### src/rtl/hand_cmd_tx.sv
// hand_cmd_tx: Avalon-MM programmable finger-position command transmitter.
// Each pending finger n emits the 5-byte ASCII frame "F<n> <pos>\n" over an
// 8N1 UART line, lowest finger first, with a runtime-programmable bit divisor.
module hand_cmd_tx #(
  parameter int unsigned CLK_FREQ_HZ = 50_000_000,
  parameter int unsigned BAUDRATE    = 115200
) (
  input  logic        i_Clock,
  input  logic        i_Reset,
  output logic        o_Tx_Serial,
  output logic        o_Tx_Active,
  input  logic [15:0] address,
  input  logic        write,
  input  logic [31:0] writedata,
  input  logic        read,
  output logic [31:0] readdata,
  output logic        waitrequest
);

  localparam int unsigned DIV_RST     = CLK_FREQ_HZ / BAUDRATE;
  localparam int unsigned NUM_FINGERS = 5;
  localparam int unsigned LAST_BYTE   = 4;
  localparam int unsigned LAST_BIT    = 7;

  typedef enum logic [1:0] {IDLE, SELECT, BYTE, WAIT} frame_state_t;
  typedef enum logic [1:0] {S_IDLE, S_START, S_DATA, S_STOP} ser_state_t;

  logic [7:0]  reg_sel;
  logic [4:0]  pending, pending_nxt, wr_mask, sel_clear;
  logic [15:0] pos [NUM_FINGERS];
  logic [15:0] div_reg, div_eff;
  logic        rd_ack;
  logic [31:0] rd_value;
  logic        unused_bits;

  frame_state_t frame_state, frame_nxt;
  logic [2:0]   byte_idx, byte_idx_nxt, finger, finger_nxt, low_idx;
  logic [7:0]   snap, snap_nxt, tx_byte;
  logic         tx_start, tx_done;

  ser_state_t  ser_state, ser_nxt;
  logic [15:0] bit_cnt, cnt_nxt, div_lat, div_lat_nxt;
  logic [7:0]  shreg, sh_nxt;
  logic [2:0]  bit_idx, idx_nxt;
  logic        line_nxt, bit_last;

  assign reg_sel     = address[15:8];
  assign unused_bits = ^{address[7:0], writedata[31:16]};
  assign waitrequest = read && !rd_ack && !i_Reset;
  assign wr_mask     = (write && reg_sel == 8'h00) ? writedata[4:0] : 5'b0;
  // A same-cycle CTRL write wins over the SELECT clear of that bit.
  assign pending_nxt = (pending & ~sel_clear) | wr_mask;
  assign div_eff     = (div_reg < 16'd2) ? 16'd2 : div_reg;

  // Read-data mux for the register map.
  always_comb begin
    rd_value = 32'hDEADBEEF;
    case (reg_sel)
      8'h00:   rd_value = {26'b0, o_Tx_Active, pending};
      8'h01:   rd_value = {16'b0, pos[0]};
      8'h02:   rd_value = {16'b0, pos[1]};
      8'h03:   rd_value = {16'b0, pos[2]};
      8'h04:   rd_value = {16'b0, pos[3]};
      8'h05:   rd_value = {16'b0, pos[4]};
      8'h06:   rd_value = {16'b0, div_reg};
      default: rd_value = 32'hDEADBEEF;
    endcase
  end

  // Register file, pending mask and one-wait-state read handshake.
  always_ff @(posedge i_Clock or posedge i_Reset) begin
    if (i_Reset) begin
      pending  <= '0;
      for (int i = 0; i < NUM_FINGERS; i++) pos[i] <= '0;
      div_reg  <= 16'(DIV_RST);
      readdata <= '0;
      rd_ack   <= 1'b0;
    end else begin
      pending <= pending_nxt;
      if (write) begin
        case (reg_sel)
          8'h01:   pos[0]  <= writedata[15:0];
          8'h02:   pos[1]  <= writedata[15:0];
          8'h03:   pos[2]  <= writedata[15:0];
          8'h04:   pos[3]  <= writedata[15:0];
          8'h05:   pos[4]  <= writedata[15:0];
          8'h06:   div_reg <= writedata[15:0];
          default: ;
        endcase
      end
      if (read && !rd_ack) begin
        readdata <= rd_value;
        rd_ack   <= 1'b1;
      end else begin
        rd_ack   <= 1'b0;
      end
    end
  end

  // Lowest pending finger, as a 0-based index.
  always_comb begin
    low_idx = '0;
    for (int i = NUM_FINGERS - 1; i >= 0; i--) begin
      if (pending[i]) low_idx = 3'(i);
    end
  end

  // Current frame byte.
  always_comb begin
    case (byte_idx)
      3'd0:    tx_byte = 8'h46;
      3'd1:    tx_byte = 8'h30 + 8'(finger);
      3'd2:    tx_byte = 8'h20;
      3'd3:    tx_byte = snap;
      default: tx_byte = 8'h0A;
    endcase
  end

  // Frame FSM state register.
  always_ff @(posedge i_Clock or posedge i_Reset) begin
    if (i_Reset) begin
      frame_state <= IDLE;
      byte_idx    <= '0;
      finger      <= '0;
      snap        <= '0;
    end else begin
      frame_state <= frame_nxt;
      byte_idx    <= byte_idx_nxt;
      finger      <= finger_nxt;
      snap        <= snap_nxt;
    end
  end

  // Frame FSM next state: pick finger, step through its five bytes.
  always_comb begin
    frame_nxt    = frame_state;
    byte_idx_nxt = byte_idx;
    finger_nxt   = finger;
    snap_nxt     = snap;
    sel_clear    = '0;
    tx_start     = 1'b0;
    case (frame_state)
      IDLE: if (pending != '0) frame_nxt = SELECT;
      SELECT: begin
        sel_clear    = 5'b00001 << low_idx;
        finger_nxt   = low_idx + 3'd1;
        snap_nxt     = pos[low_idx][7:0];
        byte_idx_nxt = '0;
        frame_nxt    = BYTE;
      end
      BYTE: begin
        tx_start  = 1'b1;
        frame_nxt = WAIT;
      end
      WAIT: begin
        if (tx_done) begin
          if (byte_idx == 3'(LAST_BYTE)) begin
            frame_nxt = (pending != '0) ? SELECT : IDLE;
          end else begin
            byte_idx_nxt = byte_idx + 3'd1;
            frame_nxt    = BYTE;
          end
        end
      end
      default: frame_nxt = IDLE;
    endcase
  end

  assign bit_last = (bit_cnt == div_lat - 16'd1);
  assign tx_done  = (ser_state == S_STOP) && bit_last;

  // Serializer state register plus registered line and activity flag.
  always_ff @(posedge i_Clock or posedge i_Reset) begin
    if (i_Reset) begin
      ser_state   <= S_IDLE;
      bit_cnt     <= '0;
      div_lat     <= 16'd2;
      shreg       <= '0;
      bit_idx     <= '0;
      o_Tx_Serial <= 1'b1;
      o_Tx_Active <= 1'b0;
    end else begin
      ser_state   <= ser_nxt;
      bit_cnt     <= cnt_nxt;
      div_lat     <= div_lat_nxt;
      shreg       <= sh_nxt;
      bit_idx     <= idx_nxt;
      o_Tx_Serial <= line_nxt;
      o_Tx_Active <= (pending_nxt != '0) || (frame_nxt != IDLE) || (ser_nxt != S_IDLE);
    end
  end

  // Serializer next state: start, 8 data bits LSB first, stop; divisor latched per byte.
  always_comb begin
    ser_nxt     = ser_state;
    cnt_nxt     = bit_cnt;
    div_lat_nxt = div_lat;
    sh_nxt      = shreg;
    idx_nxt     = bit_idx;
    line_nxt    = o_Tx_Serial;
    case (ser_state)
      S_IDLE: begin
        line_nxt = 1'b1;
        if (tx_start) begin
          ser_nxt     = S_START;
          line_nxt    = 1'b0;
          sh_nxt      = tx_byte;
          cnt_nxt     = '0;
          div_lat_nxt = div_eff;
        end
      end
      S_START: begin
        cnt_nxt = bit_cnt + 16'd1;
        if (bit_last) begin
          cnt_nxt  = '0;
          ser_nxt  = S_DATA;
          idx_nxt  = '0;
          line_nxt = shreg[0];
        end
      end
      S_DATA: begin
        cnt_nxt = bit_cnt + 16'd1;
        if (bit_last) begin
          cnt_nxt = '0;
          if (bit_idx == 3'(LAST_BIT)) begin
            ser_nxt  = S_STOP;
            line_nxt = 1'b1;
          end else begin
            sh_nxt   = shreg >> 1;
            line_nxt = shreg[1];
            idx_nxt  = bit_idx + 3'd1;
          end
        end
      end
      S_STOP: begin
        cnt_nxt = bit_cnt + 16'd1;
        if (bit_last) begin
          cnt_nxt  = '0;
          ser_nxt  = S_IDLE;
          line_nxt = 1'b1;
        end
      end
      default: ser_nxt = S_IDLE;
    endcase
  end

endmodule
### config.mk
export PLATFORM = sky130hd
export DESIGN_NAME = hand_cmd_tx
export DESIGN_NICKNAME = d
export VERILOG_FILES = /design/src/rtl/hand_cmd_tx.sv
export SDC_FILE = /design/constraint.sdc
export NUM_CORES = 1
export LEC_CHECK = 0
export ABC_AREA = 0
export BUFFER_PORTS_ARGS = -buffer_cell sky130_fd_sc_hd__buf_2
export CORE_ASPECT_RATIO = 0.9
export CORE_UTILIZATION = 60
export CTS_CLUSTER_DIAMETER = 100
export CTS_CLUSTER_SIZE = 8
export DETAILED_ROUTE_END_ITERATION = 16
export GPL_TIMING_DRIVEN = 0
export PLACE_DENSITY = 0.81
export SYNTH_ARGS = -nofsm -noshare
export SYNTH_HDL_FRONTEND = slang
export SYNTH_SLANG_ARGS = --single-unit
### constraint.sdc
create_clock -name i_Clock -period 7.5 [get_ports i_Clock]
set_input_delay 1.5 -clock i_Clock [delete_from_list [all_inputs] [get_ports i_Clock]]
set_output_delay 1.5 -clock i_Clock [all_outputs]
set_load 0.01 [all_outputs]
==> results of run 1 <==
## per-layer routing
layer	part of all wire	vias to the layer above
met2	0.47	337
met3	0.073	63
met1	0.43	3690
li1	-	3327
met4	0.028	0
met5	0	-
## cells in the mapped netlist (all sizes together), types with 8 or more instances
| cell | number | share of area |
|---|---|---|
| dfrtp | 175 | 0.47 |
| nand2 | 110 | 0.045 |
| mux2 | 98 | 0.12 |
| nor2 | 69 | 0.029 |
| a21oi | 50 | 0.027 |
| clkbuf | 45 | 0.018 |
| o21ai | 34 | 0.018 |
| a221oi | 22 | 0.021 |
| buf | 20 | 0.018 |
| inv | 20 | 0.0081 |
| mux2i | 20 | 0.022 |
| nand3 | 16 | 0.0087 |
| nor4 | 16 | 0.015 |
| xnor2 | 16 | 0.015 |
| and3 | 15 | 0.010 |
| ha | 14 | 0.019 |
| nor3 | 12 | 0.0065 |
| xor2 | 11 | 0.010 |
| a311oi | 8 | 0.0076 |
| nand4 | 8 | 0.0054 |
## layout by cell type (no fill, tap or decap), drive strengths merged, types with 20 or more instances in the layout
cell type  Yosys  routed
mux2i         20      20
a221oi        22      22
dfrtp        175     175
mux2          98      98
o21ai         34      34
a21oi         50      50
nand2        110     110
buf           20      75
inv           20      27
clkbuf        45      62
nor2          69      69
## tightest hold or removal path, cell delays in order, from the launching register on
cell and delay [ns]:
dfrtp_1 0.34, nand2_1 0.05, o21ai_0 0.06
## power by group through the flow
stage	registers, mW	clock network, mW	logic [mW]
final	1.17	0.911	0.506
after floorplan	1.16	0	0.383
after CTS	1.17	0.916	0.502
after global placement	1.18	0	0.480
after global routing	1.18	0.963	0.564
after detailed placement	1.18	0	0.497
## layout make-up
cell class                      count  area share
Sequential cell                   182       0.437
Multi-Input combinational cell    619       0.411
Clock buffer                       17      0.0408
Buffer                             65      0.0318
Timing Repair Buffer               55      0.0285
Tap cell                          198      0.0237
Clock inverter                     15      0.0175
Inverter                           23     0.00900
## how the worst max path moves through the flow
stage / startpoint / to
2_1_floorplan: i_Reset / bit_cnt[0]
3_3_place_gp: i_Reset / readdata[30]
3_5_place_dp: address[13] / pos[40]
6_report: address[13] / pos[40]
5_1_grt: address[13] / pos[35]
4_1_cts: address[13] / pos[40]
## stage by stage
step | worst slack, ns | setup TNS [ns] | power (mW) | cell area (um2) | util
finish | 2.82 | 0 | 2.59 | 10400 | 0.701
global route | 2.82 | 0 | 2.71 | 10400 | 0.701
CTS | 2.90 | 0 | 2.59 | 10400 | 0.701
detailed placement | 2.51 | 0 | 1.68 | 9820 | 0.661
global placement | -0.975 | -167.80 | 1.66 | 9790 | 0.658
floorplan | 1.07 | 0 | 1.54 | 9270 | -
## kinds of logic after synthesis
logic type / after synthesis / share of synthesized area
DFF: 182 / 0.493
other: 1 / 0.000405
adders and majority gates: 14 / 0.0189
and+or+nand+nor: 286 / 0.152
muxes: 118 / 0.141
buffers and inverters: 88 / 0.0452
xor gates and xnor gates: 27 / 0.0256
AOI/OAI and AO/OA: 169 / 0.124
==> run metrics, run 1 <==
FFs w/ async S/R, synth 1.00; multi-input logic area 4290 um2; Yosys reg bits between 150 and 200; CP top delay family simple AND/OR/NAND/NOR gates; Worst Path Buf+Inv 2; GPL Wtd Cong roughly 0.9; Crit Path Class in -> reg; Die W roughly 130 um; fin crit period roughly 4.7 ns; Yosys warning total 0; crit path cell chain buf_2, or2_2, nor4_1, nand2_1, nor3b_1, nand2_1, clkbuf_1, mux2_2; Hold Startpoint readdata[8]; chip height ~120 um; Crit-path slowest cell nor3b_1; worst reg2reg path depth 12; hold buffer count at CTS 0; R2R setup slack slightly below 4 ns; post-route DRC violation count 0; CTS root buf clkbuf_16; FF+latch area roughly 4600 um2; sequential area share after synthesis 0.493; grt peak-use layer met2; Worst path max stage delay between 1 and 1.5 ns; FF-to-FF Start pending[2]; Max-cap violations 0; hold path cells 2; Internal Pwr Total around 1.8 mW; Post-synth EDFFs 0; Most Frequent Cell on Critical Path nand2_1; total global-route track usage 0.309; CP required between 7 and 8 ns; skew final ~0.012 ns; Max Root-Sink Buffers 2; max_slew headroom 0.0788; CTS buffer count 17; met2 GRT Util 0.482; CTS tree done; Worst Max-Slew Pin Slew 1.38 ns; H-tree levels 4; Area Growth Syn to Fin 12.7%; WP depth 8; Tightest Hold Check Type reg -> reg; CORE AREA 14900 um2; # IOs 87; die area approximately 16000 um2; run status completed; max-slew violations 0; Avg Cell Area, Syn 10.5 um2; clk_lat worst skew between 0.4 and 0.5 ns; switching pwr just over 800 uW; Net Sw Frac 0.313; logic gate share of total power 0.196; antenna diode count 0; main flop type after synthesis dfrtp_1; CP startpoint kind primary input; max reg flops 80; PwrDens 248 nW/um2; Antenna Violating Nets Remaining 0; Tcrit/Tclk final 0.624; HPWL after DPL 15.7 mm; Peak supply drop around 210 uV; Initial Util 0.622; DR vias roughly 7400; share of cells above drive strength 1 0.237; clock sink total between 150 and 200; Avg WL per Cell 19.9 um; Filler cells between 1000 and 1500; global-route wire length before repair 37.7 mm; GR met1 Demand/Resource 0.430; Mapped Cells a little under 900; clock network power share 0.352; initial antenna violation count 0; Initial DRC Count around 700; met3 usage 0.0634; vias in the first global route roughly 7100; WHS Endpoint readdata[8]; biggest regs pos (80), readdata (17); placed cell count around 1100; final setup vio count 0; Placement Rows 42; Final nets ~1000; grt total ovfl 0; reg2reg end o_Tx_Active; post-synthesis instance area 9260 um2; fmax 0.214 GHz; vias per cell about 6.3; Post-Route WL 23.4 mm; library cells used by synthesis 66; share of power burned in registers 0.452; crit path DAT approximately 5 ns; worst-path fanout max 10; post-CTS sizing 0; largest reg by FF count pos; Leak Pwr between 4 and 5 nW; Post-Layout Cell Count approximately 1200; CP Capture Type register; TritonRoute pass-1 iters 5; Post-CTS Setup Inserts 0; largest net degree at the start of global routing between 100 and 150; Fin Hold WS 0.481 ns; RSZ-0062 raised after global routing false; count of buffers from port buffering 54; final hold vios 0; clock-pin slew of the registers on the worst-case setup and hold paths 0.08 ns
(Power assumes the default switching activity.)
==> run 2: changes to the inputs <==
ABC_AREA = 1   (was 0)
PLACE_DENSITY = 0.8   (was 0.81)
clock period = 4.9 ns   (was 7.5 ns; I/O delays follow)
==> run metrics, run 2 <==
Die W 134 um (+1.0%); final hold vios 0 (unchanged); Yosys reg bits 182 (unchanged); share of cells above drive strength 1 0.128 (-0.109); placed cell count 1436 (+26%); run status completed; library cells used by synthesis 51 (-23%); global-route wire length before repair 42.6 mm (+13%); Post-CTS Setup Inserts 0 (unchanged); switching pwr 1.66 mW (+100%); Post-synth EDFFs 0 (unchanged); Peak supply drop 319 uV (+54%); share of power burned in registers 0.387 (-0.065); max_slew headroom 0.252 (+0.174); Max-cap violations 0 (unchanged); Tcrit/Tclk final 0.646; Avg WL per Cell 17.9 um (-10%); clk_lat worst skew 0.44 ns (about the same); final setup TNS 0 ns (unchanged); most common cell in the netlist nand2_1; DR vias 8610 (+16%); Tightest Hold Check Type reg -> reg; post-synthesis instance area 9450 um2 (+2.1%); Post-Route WL 26.3 mm (+12%); CP required 3.92 ns (-3.91 ns); biggest regs pos (80), readdata (17); total global-route track usage 0.344 (+0.0351); RSZ-0062 raised after global routing false; CP Capture Type output pin; Internal Pwr Total 2.86 mW (+61%); vias in the first global route 8245 (+17%); skew final 0.0106 ns (-0.00105 ns); Worst Path Buf+Inv 4 (+2); grt total ovfl 0 (unchanged); TritonRoute pass-1 iters 6 (+1); CTS buffer count 17 (unchanged); FFs w/ async S/R, synth 1.00 (unchanged); clock-pin slew of the registers on the worst-case setup and hold paths 0.07 ns (about the same); Crit-path slowest cell nor2_1; hold buffer count at CTS 0 (unchanged); leading area contributor after synthesis dfrtp_1; main flop type after synthesis dfrtp_1; met3 usage 0.0685 (+0.00513); Initial DRC Count 919 (+32%); sequential area share after synthesis 0.483 (-0.00999); Post-Layout Cell Count 1468 (+25%); Yosys top cell area share 0.464 (-0.00959); post-CTS sizing 0 (unchanged); GPL Wtd Cong 0.962 (+6.1%); max reg flops 80 (unchanged); CP top delay family simple AND/OR/NAND/NOR gates; fmax 0.316 GHz; Worst Max-Slew Pin Slew 1.11 ns (-0.269 ns); Antenna Violating Nets Remaining 0 (unchanged); top cells by instance count after synthesis 301 x nand2_1, 175 x dfrtp_1, 153 x o21ai_0; GR met1 Demand/Resource 0.466 (+0.0366); max-slew violations 0 (unchanged); met2 GRT Util 0.552 (+0.0705); CP startpoint kind primary input; Mapped Cells 1168 (+32%); PwrDens 421 nW/um2 (+70%); CORE AREA 15400 um2 (+3.5%); Initial Util 0.614 (-0.00841); H-tree levels 4 (unchanged); HPWL after DPL 19.4 mm (+23%); Crit Path Class in -> out; # IOs 87 (unchanged); die area 16300 um2 (+2.0%); Leak Pwr 4.97 nW (+3.4%); crit path cell chain buf_2, inv_1, nor2_1, inv_1, nor2_1, buf_2; largest reg by FF count pos; largest net degree at the start of global routing 42 (-68%); crit path DAT 2.18 ns (-2.83 ns); Area Growth Syn to Fin 13.5%; chip height 121 um (+1.0%); clock network power share 0.315 (-0.037); initial antenna violation count 0 (unchanged); CTS root buf clkbuf_16; count of buffers from port buffering 57 (+5.6%); clock sink total 182 (unchanged); vias per cell 5.87 (-7.2%); logic gate share of total power 0.298 (+0.102); Yosys warning total 0 (unchanged); final setup vio count 0 (unchanged); Final nets 1319 (+28%); grt peak-use layer met2; Synth area leaders dfrtp_1 46%, nand2_1 12%, o21ai_0 8.1%; post-route DRC violation count 0 (unchanged); Placement Rows 43 (+2.4%); worst-path fanout max 8 (-2); Worst path max stage delay 0.51 ns (-0.60 ns); Net Sw Frac 0.368 (+0.0544); Avg Cell Area, Syn 8.09 um2 (-23%); antenna diode count 0 (unchanged); fin crit period approximately 3.2 ns; CTS tree done; most common cell after layout, fill and taps aside nand2_1; Max Root-Sink Buffers 2 (unchanged); most frequent cells in the layout 301 x nand2_1, 175 x dfrtp_1, 153 x o21ai_0, 105 x inv_1, 97 x nor2_1
-- run 2: cell types whose count changed in the layout (fill, tap and decap cells not counted), moves of 10 or more --
| cell | previous run | this run |
|---|---|---|
| nand2_1 | 110 | 301 |
| o21ai_0 | 34 | 153 |
| mux2_2 | 98 | 0 |
| inv_1 | 19 | 105 |
| nor2_1 | 68 | 97 |
| mux2i_1 | 20 | 1 |
| nand3_1 | 16 | 32 |
| o22ai_1 | 3 | 19 |
| and3_1 | 15 | 0 |
| a221oi_1 | 22 | 9 |
| xor2_1 | 11 | 22 |
| nor4_1 | 13 | 3 |
| o21ai_2 | 0 | 10 |
| xnor2_1 | 16 | 6 |
-- run 2: kinds of logic after synthesis --
logic type / synth area share
multiplexers: 0.00106
other: 0.000397
adder cells (fa/ha/maj): 0.0185
flip-flops: 0.483
buffers and inverters: 0.0760
XOR/XNOR: 0.0260
AO/OA/AOI/OAI: 0.174
AND/OR/NAND/NOR: 0.221
-- run 2: worst min-delay path, delay by kind of cell, from the launching register on --
kind	cells	cell delay [ns]
flops	1	0.37
simple gates	2	0.10
-- run 2: worst paths after layout --
check,start,end,slack (ns),depth (start not counted)
setup / recovery,read,waitrequest,1.74,6
hold / removal,o_Tx_Serial,o_Tx_Serial,0.47,2
setup reg to reg,pending[3],o_Tx_Active,2.04,12
max in group asynchronous,i_Reset,o_Tx_Serial,3.27,5
min in group asynchronous,i_Reset,pos[27],0.58,2
hold reg to reg,o_Tx_Serial,o_Tx_Serial,0.47,2
-- run 2: metal layers --
metal | wire length [um] | up-vias | share of wire
li1 | - | 4035 | -
met1 | 11200 | 4106 | 0.43
met2 | 12300 | 419 | 0.47
met3 | 2120 | 50 | 0.081
met4 | 692 | 0 | 0.026
met5 | 0 | - | 0
-- run 2: layout make-up --
class	instances	area, um2
plain buffers	57	294
clock buffers	18	439
clock inverters	14	181
fillers	1249	4660
inverters	113	428
multi-input cells	820	4180
flip-flops and latches	182	4560
well taps	202	253
repair buffers	62	385
-- run 2: metrics by stage --
step | util | hold slack, ns | power (mW) | area [um2] | setup WS, ns
5_1_grt | 0.697 | 0.497 | 4.77 | 10700 | 1.67
4_1_cts | 0.697 | 0.467 | 4.52 | 10700 | 1.75
2_1_floorplan | - | 0.450 | 2.78 | 9470 | 1.59
6_report | 0.697 | 0.467 | 4.52 | 10700 | 1.74
3_5_place_dp | 0.657 | 0.456 | 3.11 | 10100 | 1.76
3_3_place_gp | 0.650 | 0.449 | 3.06 | 10000 | 0.481
-- run 2: power by group through the flow --
stage / Sequential [mW] / Clock, mW / Combinational [mW]
6_report: 1.75 / 1.42 / 1.35
4_1_cts: 1.75 / 1.43 / 1.34
3_5_place_dp: 1.77 / 0 / 1.33
3_3_place_gp: 1.77 / 0 / 1.29
5_1_grt: 1.76 / 1.50 / 1.51
2_1_floorplan: 1.74 / 0 / 1.04
